$ cat config.mk
export PLATFORM = sky130hd
export DESIGN_NAME = trap_controller
export DESIGN_NICKNAME = d
export VERILOG_FILES = /design/src/rtl/trap_controller_pkg.sv /design/src/rtl/trap_controller.sv
export SDC_FILE = /design/constraint.sdc
export NUM_CORES = 1
export LEC_CHECK = 0
export BUFFER_PORTS_ARGS = -buffer_cell sky130_fd_sc_hd__buf_2
export CAP_MARGIN = 40
export CELL_PAD_IN_SITES_DETAIL_PLACEMENT = 1
export CELL_PAD_IN_SITES_GLOBAL_PLACEMENT = 1
export CORE_ASPECT_RATIO = 0.6
export CORE_MARGIN = 1
export CORE_UTILIZATION = 36
export DETAILED_ROUTE_END_ITERATION = 16
export GPL_ROUTABILITY_DRIVEN = 0
export PLACE_DENSITY_LB_ADDON = 0.08
export SETUP_SLACK_MARGIN = 0.3
export SLEW_MARGIN = 30
export SYNTH_ARGS = -nofsm -noshare
export SYNTH_HDL_FRONTEND = slang
export SYNTH_SLANG_ARGS = --single-unit
export TNS_END_PERCENT = 50
$ cat constraint.sdc
create_clock -name clk -period 1.54 [get_ports clk]
set_input_delay 0.231 -clock clk [delete_from_list [all_inputs] [get_ports clk]]
set_output_delay 0.231 -clock clk [all_outputs]
set_load 0.05 [all_outputs]
$ cat src/rtl/trap_controller_pkg.sv
// Shared definitions for the trap controller and the exception unit that feeds it.
// Cause codes are common to both blocks so a saved cause can be decoded anywhere.
package trap_controller_pkg;

    typedef enum logic [2:0] {
        ST_IDLE,
        ST_FLUSH,
        ST_REDIRECT,
        ST_HANDLER,
        ST_RETURN,
        ST_HALT
    } trap_state_t;

    localparam logic [3:0] CAUSE_IRQ  = 4'hF;
    localparam logic [3:0] CAUSE_DIV0 = 4'd1;

    localparam logic [4:0] OPCODE_DIV = 5'b00011;

endpackage

$ cat src/rtl/trap_controller.sv
// Trap sequencer: flushes the pipeline, saves EPC/cause, redirects fetch to the
// trap vector and restores the saved PC on return-from-exception.
module trap_controller
    import trap_controller_pkg::*;
#(
    parameter int                XLEN         = 32,
    parameter logic [XLEN-1:0]   TRAP_VECTOR  = 32'h0000_0100,
    parameter int                FLUSH_CYCLES = 2
) (
    input  logic            clk,
    input  logic            rst_n,
    input  logic            exception_i,
    input  logic [3:0]      exception_code_i,
    input  logic            irq_i,
    input  logic [XLEN-1:0] exc_pc_i,
    input  logic            eret_i,
    output logic            flush_o,
    output logic            redirect_valid_o,
    output logic [XLEN-1:0] redirect_pc_o,
    output logic [XLEN-1:0] epc_o,
    output logic [3:0]      cause_o,
    output logic            in_trap_o,
    output logic            halt_o
);

    localparam int                CNT_W    = $clog2(FLUSH_CYCLES + 1);
    localparam logic [CNT_W-1:0]  CNT_LAST = CNT_W'(FLUSH_CYCLES - 1);

    trap_state_t      state;
    logic [CNT_W-1:0] flush_cnt;

    // Every output is a register so fetch and the pipeline see glitch-free strobes.
    always_ff @(posedge clk) begin
        if (!rst_n) begin
            state            <= ST_IDLE;
            flush_cnt        <= '0;
            flush_o          <= 1'b0;
            redirect_valid_o <= 1'b0;
            redirect_pc_o    <= '0;
            epc_o            <= '0;
            cause_o          <= '0;
            in_trap_o        <= 1'b0;
            halt_o           <= 1'b0;
        end else begin
            redirect_valid_o <= 1'b0;
            unique case (state)
                ST_IDLE: begin
                    if (exception_i) begin
                        epc_o     <= exc_pc_i;
                        cause_o   <= exception_code_i;
                        flush_cnt <= '0;
                        flush_o   <= 1'b1;
                        state     <= ST_FLUSH;
                    end else if (irq_i) begin
                        epc_o     <= exc_pc_i;
                        cause_o   <= CAUSE_IRQ;
                        flush_cnt <= '0;
                        flush_o   <= 1'b1;
                        state     <= ST_FLUSH;
                    end
                end
                // Requests seen here come from instructions being killed, so they are dropped.
                ST_FLUSH: begin
                    flush_cnt <= flush_cnt + CNT_W'(1);
                    if (flush_cnt == CNT_LAST) begin
                        flush_o          <= 1'b0;
                        redirect_valid_o <= 1'b1;
                        redirect_pc_o    <= TRAP_VECTOR;
                        state            <= ST_REDIRECT;
                    end
                end
                ST_REDIRECT: begin
                    in_trap_o <= 1'b1;
                    state     <= ST_HANDLER;
                end
                ST_HANDLER: begin
                    if (exception_i) begin
                        halt_o    <= 1'b1;
                        flush_o   <= 1'b1;
                        in_trap_o <= 1'b0;
                        state     <= ST_HALT;
                    end else if (eret_i) begin
                        redirect_valid_o <= 1'b1;
                        redirect_pc_o    <= epc_o;
                        in_trap_o        <= 1'b0;
                        state            <= ST_RETURN;
                    end
                end
                ST_RETURN: begin
                    state <= ST_IDLE;
                end
                ST_HALT: begin
                    halt_o  <= 1'b1;
                    flush_o <= 1'b1;
                end
                default: begin
                    state <= ST_IDLE;
                end
            endcase
        end
    end

endmodule

Word-level counts from Yosys, hierarchy flattened

Index checks and enable logic that the tools add are counted.

Output and inout bits: 72
Logic and storage cells: 66
Register bits after elaboration: 77
Input bits: 41

Add/sub/neg operators: 1
Bitwise operators: 1
Mux-type cells: 30
Reduce and logical (&&, ||, !) cells: 14
Equality and inequality tests: 11

Operators with widths:

| kind                                                            | number |
|---|---|
| 32-bit 2-to-1 mux                                               | 5 |
| 32-bit one-hot mux with 2 select lines                          | 1 |
| 3-bit 2-to-1 mux                                                | 5 |
| 3-bit one-hot mux with 5 select lines                           | 1 |
| 4-bit AND reduction                                             | 3 |
| 2-bit nonzero test                                              | 5 |
| 1-bit 2-to-1 mux                                                | 9 |
| 4-bit 2-to-1 mux                                                | 2 |
| 2-bit != test, second input constant                            | 4 |
| 2-bit AND reduction                                             | 4 |
| 3-bit by 2-bit == test with 1-bit output, second input constant | 2 |
| 3-bit != test, second input constant                            | 2 |
| 1-bit one-hot mux with 2 select lines                           | 3 |
| 2-bit 2-to-1 mux                                                | 2 |
| 1-bit one-hot mux with 4 select lines                           | 1 |
| 2-bit one-hot mux with 2 select lines                           | 1 |
| 4-bit nonzero test                                              | 1 |
| 3-bit by 1-bit == test with 1-bit output, second input constant | 1 |
| 3-bit == test, second input constant                            | 1 |
| 3-bit logical NOT                                               | 1 |
| 2-bit by 1-bit adder with 2-bit output, second input constant   | 1 |
| 2-bit by 1-bit == test with 1-bit output, second input constant | 1 |
| 1-bit inverter                                                  | 1 |

Longest topological paths before layout

Depth in word-level cells: 3
Depth in mapped cells: 6
Depth with buffers taken out: 5

Worst setup path after synthesis

No wires, ideal clock.

Path kind: register to register
From: reg flush_cnt[1]
To: reg redirect_pc_o[14]
Period minus slack after synthesis: 1,331 ps
Path buffers: 1
Arrival time: 1,214 ps
Cell stages (with the launch flop): 7
Library setup time: 117 ps
Setup slack: 209 ps
Data required time: 1,423 ps
Path through: dfxtp_1 inv_1 ha_1 nand2b_1 a21o_4 buf_6 a32o_1

Longest elaborated chain between the ends: 3

Ends and longest elaborated chain:

| item                                     | RTL line              | source |
|---|---|---|
| start: declaration                       | trap_controller.sv:30 | `logic [CNT_W-1:0] flush_cnt;` |
| start signal: assignment                 | trap_controller.sv:64 | `flush_cnt <= flush_cnt + CNT_W'(1);` |
| 2-bit by 1-bit == test with 1-bit output | trap_controller.sv:65 | `if (flush_cnt == CNT_LAST) begin` |
| 2-bit != test (no line)                  | --                    |  |
| 4-bit AND reduction (no line)            | --                    |  |
| end signal: assignment                   | trap_controller.sv:84 | `redirect_pc_o <= epc_o;` |
| end: declaration                         | trap_controller.sv:19 | `output logic [XLEN-1:0] redirect_pc_o,` |

Every way passes these cells.
A chain may end at the register's enable or synchronous reset.

Worst setup path after layout

From: reg state[2]
To: reg epc_o[3]

Longest elaborated chain between the ends: 2

Ends and longest elaborated chain:

| item                          | RTL line              | source |
|---|---|---|
| start: declaration            | trap_controller.sv:29 | `trap_state_t state;` |
| start signal: assignment      | trap_controller.sv:35 | `state <= ST_IDLE;` |
| start signal: assignment      | trap_controller.sv:53 | `state <= ST_FLUSH;` |
| start signal: assignment      | trap_controller.sv:59 | `state <= ST_FLUSH;` |
| 3-bit logical NOT             | trap_controller.sv:46 | `unique case (state)` |
| 2-bit AND reduction (no line) | --                    |  |
| end signal: assignment        | trap_controller.sv:49 | `epc_o <= exc_pc_i;` |
| end signal: assignment        | trap_controller.sv:55 | `epc_o <= exc_pc_i;` |
| end: declaration              | trap_controller.sv:20 | `output logic [XLEN-1:0] epc_o,` |

Every way passes these cells.

==> impl_summary.md <==
Die
The floorplan core area is a little under 8000 µm². The number of placement rows is 25. 113 I/O pins were placed. The die is 72.4 µm tall. The full die area is around 8600 µm². The initial standard-cell utilization of the core is 0.374.

The overall die width is roughly 120 µm.

Worst setup path
STA classifies the critical path startpoint as a flop. For the worst setup path, the data arrival time is between 1.5 and 2 ns. The signal on the critical path passes through nor3_4 > nor2b_4 > buf_6 > buf_12 > mux2i_2. The type of the worst setup path is reg -> reg. The endpoint type of the worst setup path is a flop. Data on the critical path is required at its endpoint by ~1.8 ns.

Among all stages on the critical path, the largest delay is contributed by dfxtp_2. In this design, the stage delay of the slowest critical-path cell is about 0.34 ns. The largest fanout on the critical path is 7.

Power and ir drop
The completed layout was analyzed and its total power is around 0.0054 W. The portion of total power attributed to the clock network is 0.381. Power spread over the standard cell area amounts to about 1300 nW/µm².

The reported net switching power is 0.00163 W. The relative contribution of sequential cells to total power is 0.407. The part of the power in combinational logic is 0.212. Cell internal power was estimated by the tool at around 0.0038 W. The worst-case IR drop observed on VDD is roughly 0.68 mV. The analysis attributes to cell leakage a power of 2.02 nW. The net switching share of the total power is 0.301.

Logic synthesis
Of all cell types, the one taking the most synthesized area is dfxtp_1. Yosys instantiated no cell more often than dfxtp_1. By area the synthesized netlist is led by dfxtp_1 52%, mux2i_1 11%, a32o_1 10%. The share of flip-flops with an asynchronous set or reset after synthesis is 0. The compound-gate portion of the synthesized area is 0.171. Counting flops with a built-in enable in the synthesized netlist gives 0. The adder-cell share of the synthesized area is 0.00421. Counting instances in the post-synthesis netlist gives the leading cell types as 77 x dfxtp_1, 70 x nand2_1, 32 x mux2i_1, 31 x a32o_1, 11 x clkbuf_1.

The synthesized area is approximately 3000 µm². Of the synthesized area, sequential elements account for 0.519. Of the post-synthesis cell area, the dominant cell type holds 0.519. The number of nets handed over by synthesis was 327.

By area, the combinational part of the netlist is dominated by compound AO/OA/AOI/OAI gates. The post-synthesis mux area share is 0.108. The Yosys step of the flow raised 0 warnings.

The post-synthesis share of cell area spent on and, or, nand and nor gates is 0.136. Counting flops and latches in the post-synthesis netlist gives 77. The mean cell area of the mapped netlist is roughly 10 µm². Synthesis handed over a netlist of 285 instances.

The xor and xnor fraction of the mapped netlist area is 0. The most used flip-flop cell after synthesis is dfxtp_1. The number of different library cells used by synthesis comes to 36.

STA
The number of endpoints with negative hold slack in the final report came to 0. In the finished design, the share of the clock period the worst path needs comes to 0.855. The maximum clock skew at final layout is between 0.003 and 0.004 ns. Counting I/O delays and the setup requirement, the final critical path takes between 1 and 1.5 ns.

Setup repair after global routing could not meet its margin everywhere. The number of max-slew violations in the final report was 0. The fmax is roughly 760 MHz. The worst relative slew slack is 0.720.

The sum of negative setup slack is 0 ns. The pin slew with the least headroom to its limit is ~0.42 ns. Setup violations remaining at the end of the flow were counted as 0.

Global routing
The via count of the first global-routing pass is ~2.6k. Global routing finished with a remaining overflow of 0. The global-route wire length before repair is between 10,000 and 15,000 µm. The all-layer global routing usage is 0.213. Entering global routing, the biggest net connects 43 pins. The number of antenna violations at the first check in global routing is 0.

Layout
The antenna diode count is 0. Measured on the finished design, the core utilization comes to 0.536. The proportion of layout cells with a drive suffix above 1 is 0.429. From synthesis to final layout, the design area changed by 43.3%.

In the final design database the tool counted ~450 nets.

Route
The total length of routed wires is ~9000 µm. Dividing the detail-routed wire length by the instance count gives about 17 µm. The count of unresolved DRC violations after routing is 0.

The post-route antenna net violation count is 0. The number of DRC markers in iteration 0 is 164. The via-per-instance ratio is between 5 and 6. The detailed-router iteration count before antenna repair is 4. The via count is about 2.6k.

Clock tree
TritonCTS built the clock tree. The clock reaches the later pin of the worst-skew pair after between 0.3 and 0.4 ns. The buffer cell driving the clock tree root is clkbuf_16.

The clock edge transition at the registers on the reported setup and hold paths is 0.06 ns. For this design, the sink count on the clock tree is 77. TritonCTS created 9 clock buffers. The clock passes through at most 2 buffers.

The H-tree was split into 3 levels.

Min path
The tightest min-delay check is of the in -> reg type.

Run
The number of maximum-capacitance constraint violations is 0.

Outcome
The run finished with clean final reports.

Placement
The number of buffers added on ports is 112. Summed over all nets, the half-perimeter wirelength after detailed placement is between 5000 and 6000 µm.
## area by class of cell
class | instances | area (µm²)
sequential | 77 | 1550
clock inverter | 3 | 17.5
multi-input combinational | 182 | 1380
tap | 108 | 135
inverter | 4 | 15.0
clock buffer | 13 | 280
timing repair buffer | 138 | 881
fill | 907 | 3690
## cells in the final DEF (no fill, tap or decap), drive strengths merged, types with 2 or more instances in the layout
master and count:
nand2b 3, nor3 4, a32o 31, o21ai 6
inv 4, a21o 4, nor2b 5, nand3b 3
clkbuf 14, buf 137, a21oi 3, o31ai 2
nor2 3, o221a 4, nand2 70, clkinv 2
mux2i 32, dfxtp 77
## logic make-up (layout without fill, tap and decap cells)
logic type | count (synthesis) | after routing
fa+ha+maj | 1 | 1
compound gates | 56 | 59
simple gates | 90 | 90
mux | 32 | 32
flops | 77 | 77
buf+inv | 29 | 158
## per-stage QoR
step / hold slack [ns] / instance area [µm²] / std cells / setup WS, ns
after global placement: 0.430 / 3610 / 491 / 0.148
after detailed placement: 0.442 / 3610 / 491 / 0.0921
after floorplan: 0.373 / 2970 / 285 / 0.236
after global routing: 0.135 / 4260 / 525 / 0.155
final: 0.141 / 4260 / 525 / 0.224
after CTS: 0.130 / 4170 / 522 / 0.211
## worst paths after layout
check                                 startpoint                to  slack (ns)  cells past startpoint
worst max register to register          state[2]          epc_o[3]        0.22                      5
worst min register to register  redirect_pc_o[8]  redirect_pc_o[8]        0.45                      2
worst max-delay path                    state[2]          epc_o[3]        0.22                      5
worst min-delay path                exc_pc_i[10]         epc_o[10]        0.14                      3
## metal layers
layer	GRT usage	vias up	routed length [µm]
met5	0	-	0
met3	0.0849	7	613
met2	0.317	82	3870
met1	0.283	1257	4470
met4	0.0647	0	53
li1	-	1295	-
## timing repair
| action | 4_1_cts | 5_1_grt |
|---|---|---|
| resized for setup | 29 | 12 |
| cloned | 7 | 1 |
| setup buffers | 8 | 2 |
| hold endpoints to repair | 0 | 0 |
| endpoints found under the setup margin | 71 | 88 |
| hold buffers | 0 | 0 |
| pin swaps | 12 | 3 |
## state kept, by name (all words and copies together) (netlist names)
name              count
flush_cnt             2
halt_o                1
flush_o               1
state                 3
redirect_pc_o        32
redirect_valid_o      1
cause_o               4
epc_o                32
in_trap_o             1
## worst max-delay path, delay by kind of cell (launching register included)
kind,cells,cell delay (ns)
buffers and inverters,2,0.27
flip-flops,1,0.34
multiplexers,1,0.22
AND/OR/NAND/NOR,2,0.41
## power by group through the flow
stage	clock network [W]	registers, W	logic [W]
after detailed placement	0	0.00223	0.000951
after global routing	0.00220	0.00222	0.00122
after global placement	0	0.00223	0.000938
after floorplan	0	0.00258	0.000366
after CTS	0.00211	0.00220	0.00110
final	0.00206	0.00220	0.00115
Note: power is estimated with default switching activity, not from simulation.
